## config.mk

```make
export PLATFORM = sky130hd
export DESIGN_NAME = serial_parity_tx
export DESIGN_NICKNAME = d
export VERILOG_FILES = /design/src/rtl/serial_parity_tx.sv
export SDC_FILE = /design/constraint.sdc
export NUM_CORES = 1
export LEC_CHECK = 0
export ABC_AREA = 1
export CAP_MARGIN = 20
export CORE_MARGIN = 5
export CORE_UTILIZATION = 30
export CTS_BUF_LIST = sky130_fd_sc_hd__clkbuf_8
export DETAILED_ROUTE_END_ITERATION = 12
export GPL_TIMING_DRIVEN = 0
export PLACE_DENSITY_LB_ADDON = 0.05
export SLEW_MARGIN = 5
export SYNTH_ARGS = -nofsm -noshare
export SYNTH_HDL_FRONTEND = slang
export SYNTH_SLANG_ARGS = --single-unit
```

## constraint.sdc

```tcl
create_clock -name clk -period 1.4 [get_ports clk]
set_input_delay 0.28 -clock clk [delete_from_list [all_inputs] [get_ports clk]]
set_output_delay 0.28 -clock clk [all_outputs]
set_load 0.005 [all_outputs]
```

## src/rtl/serial_parity_tx.sv

```systemverilog
// serial_parity_tx: serializes a DATA_W-bit word LSB first onto w, with an optional odd-parity bit.
// Ports:
//   clk, arstn              clock and asynchronous active-low reset
//   din, din_valid          parallel word offered for transfer
//   din_ready               word accepted on an edge where din_valid is also high
//   w, w_valid              registered serial bit and its frame-bit qualifier
//   busy                    a frame is in progress
//   frame_done              one-cycle pulse on the last bit of a frame
// Build option: define ODD_PARITY_BIT_EN to append an odd-parity bit to each frame.
module serial_parity_tx #(
  parameter int DATA_W = 8
) (
  input  logic              clk,
  input  logic              arstn,
  input  logic [DATA_W-1:0] din,
  input  logic              din_valid,
  output logic              din_ready,
  output logic              w,
  output logic              w_valid,
  output logic              busy,
  output logic              frame_done
);
  localparam int CW = $clog2(DATA_W);
`ifdef ODD_PARITY_BIT_EN
  typedef enum logic [1:0] {IDLE = 2'd0, DATA = 2'd1, PAR = 2'd2} state_t;
`else
  typedef enum logic [1:0] {IDLE = 2'd0, DATA = 2'd1} state_t;
`endif
  state_t            state_q, state_d;
  logic [CW-1:0]     cnt_q, cnt_d;
  logic [DATA_W-1:0] sh_q, sh_d;
  logic              w_q, w_d;
  logic              xfer, data_last;
  assign data_last = (state_q == DATA) && (cnt_q == CW'(DATA_W - 1));
`ifdef ODD_PARITY_BIT_EN
  logic par_q, par_d;
  assign frame_done = (state_q == PAR);
  assign par_d      = xfer ? ~^din : par_q;
`else
  assign frame_done = data_last;
`endif
  // Every frame-bit cycle is either a DATA cycle or the final (parity) cycle.
  assign busy      = (state_q == DATA) || frame_done;
  assign w_valid   = busy;
  assign w         = w_q;
  assign din_ready = (state_q == IDLE) || frame_done;
  assign xfer      = din_valid && din_ready;
  // sh_q holds the remaining bits with the one currently on w at bit 0,
  // so the next bit to present is always sh_q[1].
  always_comb begin
    state_d = IDLE;
    cnt_d   = '0;
    sh_d    = xfer ? din : (state_q == DATA) ? (sh_q >> 1) : sh_q;
    w_d     = xfer ? din[0] : 1'b0;
    case (state_q)
      IDLE: state_d = xfer ? DATA : IDLE;
      DATA: begin
        if (!data_last) begin
          state_d = DATA;
          cnt_d   = cnt_q + 1'b1;
          w_d     = sh_q[1];
        end else begin
`ifdef ODD_PARITY_BIT_EN
          state_d = PAR;
          w_d     = par_q;
`else
          state_d = xfer ? DATA : IDLE;
`endif
        end
      end
`ifdef ODD_PARITY_BIT_EN
      PAR:  state_d = xfer ? DATA : IDLE;
`endif
      default: state_d = IDLE;
    endcase
  end
  always_ff @(posedge clk or negedge arstn) begin
    if (!arstn) begin
      state_q <= IDLE;
      cnt_q   <= '0;
      sh_q    <= '0;
      w_q     <= 1'b0;
`ifdef ODD_PARITY_BIT_EN
      par_q   <= 1'b0;
`endif
    end else begin
      state_q <= state_d;
      cnt_q   <= cnt_d;
      sh_q    <= sh_d;
      w_q     <= w_d;
`ifdef ODD_PARITY_BIT_EN
      par_q   <= par_d;
`endif
    end
  end
endmodule

```

==> impl_metrics.toml <==
[status]
status = "finished with violations"
violations = "setup timing"

[layout]
fin_cells = 124
fillers = 192
syn_to_final_growth_pct = 45.7
regArea_um2 = 302
fin_util = 0.465
diodes = 0
multi_input_area_um2 = 270
final_net_count = 111
final_common_cell = "nand2_1"
final_cell_mix = "nand2_1, nand3_1, dfrtp_1"
drive_gt1_frac = 0.309
final_area_um2 = 921

[placed_design]
dp_slack_ns = -0.416
place_inst = 115
numPortBuffers = 14
place_area_um2 = 806
dpl.hpwl_um = 876
gp_congestion = 0.694

[route]
dr_wl_met2_um = 601
route.met3.wl_um = 79
drt-initial-drc-count = 5
ant_nets = 0
vias = 507
first_pass_iters = 4
vias_per_cell = 4.09
routedWlPerCell_um = 10.6
highest_layer = "met4"
wl_um = 1310
drt-met1-wl_um = 616
drc = 0

[clock_network]
cts_tree = "yes"
cts.htree.levels = 1
cts_sinks = 12
cts_inserted_buffers = 3
postCtsHoldBufs = 0
clk_latency_ns = 0.24
clockBufferDepth = 2
cts_root_buf = "clkbuf_8"
clk_pin_slew_ns = 0.05

[min_path]
hold_path_startpoint = "din_valid"
holdPathStages = 3
min_path_type = "input port to register"

[logic_synthesis]
avgSynthCellArea_um2 = 8.54
synth_nets = 87
syn_area_um2 = 632
ys_seq_area_frac = 0.475
synthCells = 74
synth.ff_latch_count = 12
synth_warnings = 0
yosys.cell_types.count = 13

[floorplanning]
initial_core_util = 0.319
die_x_um = 55.9
rows = 16
io-pin-count = 16
die_area_um2 = 3120
core_area_um2 = 1980
dieHeight_um = 55.9

[global_routing]
antenna_found_initial = 0
overflow = 0
grt_pass1_wl_um = 2400
grt_pass1_vias = 526
grtUsageTotal = 0.101
grt_max_degree = 13

[critical_path]
critPathLaunch = "cnt_q[0]"
r2r_cells = 8
critPathRequiredTime_ns = 1.12
cp_max_fo = 2
critical_path_arrival_ns = 1.30
cpPeakStageDelay_ns = 0.40
start_kind = "register"
cp.depth = 6
worstReg2RegStart = "cnt_q[0]"
critPathMostFrequentCell = "ha_4"
critPathTopFamily = "flip-flops"
timing.critical_path.buf_inv = 3
cpMaxStageDelayCell = "dfrtp_1"
worst-setup-path-type = "register to primary output"
cp-end-kind = "primary output"
crit_chain = "ha_4, ha_4, inv_2, nand2_2, buf_8, buf_6"

[sta]
fin_crit_ns = 1.58
setup-violations-final = 2
relSlewSlack = 0.630
hold_viol = 0
fmaxAchievable_ghz = 0.633
worst_slack_ns = -0.179
skew_ns = 0.00107
drv_slew = 0
finalCritPeriodShare = 1.13
worst_pin_slew_ns = 0.553
rsz0062_at_grt = "true"

[job]
maxCapViolCount = 0

[power_and_ir_drop]
powerDensity_nw_per_um2 = 1920
power_uw = 1770
ir_worst_vdd_mv = 0.911
p_leak_uw = 0.000444
==> logic make-up after synthesis <==
| group | synth area share |
|---|---|
| simple gates | 0.341 |
| buf+inv | 0.137 |
| flops | 0.475 |
| fa+ha+maj | 0.0396 |
| compound gates | 0.00791 |
==> worst reg2reg max path, cell delays in order, from the launching register on <==
cell     delay (ns)
dfrtp_1        0.40
ha_4           0.17
ha_4           0.15
inv_2          0.05
nand2_2        0.06
buf_8          0.12
buf_4          0.17
nand3_2        0.06
nand3_1        0.07
==> power by group <==
group	total (uW)	leakage, uW	switching [uW]	internal, uW
Clock	376	0.0000288	128	248
Sequential	577	0.000152	77.1	500
Combinational	819	0.000263	381	437
Total	1770	0.000444	586	1190
==> metrics by stage <==
step | setup TNS (ns) | hold WS, ns
5_1_grt | -0.457 | 0.331
3_3_place_gp | -0.654 | 0.427
3_5_place_dp | -0.664 | 0.427
2_1_floorplan | 0 | -0.0156
4_1_cts | -0.261 | 0.331
6_report | -0.232 | 0.333
==> metal layers <==
layer | up-vias | global-route usage
met5 | - | 0
met4 | 0 | 0.0508
met3 | 4 | 0.0394
met2 | 12 | 0.154
met1 | 221 | 0.122
li1 | 270 | -
==> synthesized netlist by cell type <==
cell type   n  share of area
o21ai_1     1         0.0079
buf_4       1          0.012
buf_6       3          0.053
nor2_1      5          0.030
nand2_2     2          0.020
nand3_2     4          0.063
clkbuf_1    1         0.0059
nor2_2      4          0.040
nand3_1    11          0.087
inv_1      11          0.065
dfrtp_1    12           0.48
ha_1        2          0.040
nand2_1    17           0.10
==> area by class of cell <==
| class | count | area share |
|---|---|---|
| Multi-Input combinational cell | 46 | 0.293 |
| Sequential cell | 12 | 0.327 |
| Timing Repair Buffer | 19 | 0.185 |
| Buffer | 5 | 0.0530 |
| Inverter | 11 | 0.0448 |
| Clock buffer | 4 | 0.0598 |
| Tap cell | 27 | 0.0367 |
==> registers in the layout, summed over array words and instances (netlist names) <==
register	cells
cnt_q	3
state_q	1
sh_q	7
w	1
==> final timing paths <==
kind / slack [ns] / to
max in group asynchronous: 0.60 / state_q[0]
max: -0.18 / din_ready
min reg2reg: 0.48 / sh_q[7]
min in group asynchronous: 0.40 / cnt_q[0]
max reg2reg: 0.02 / sh_q[6]
min: 0.33 / w
==> what timing repair did <==
item                                    in CTS  in global routing
endpoints found under the setup margin       4                 11
gates resized for setup                     17                  2
setup buffers                                5                  0
pin swaps                                    2                  1
Note: power is estimated with default switching activity, not from simulation.
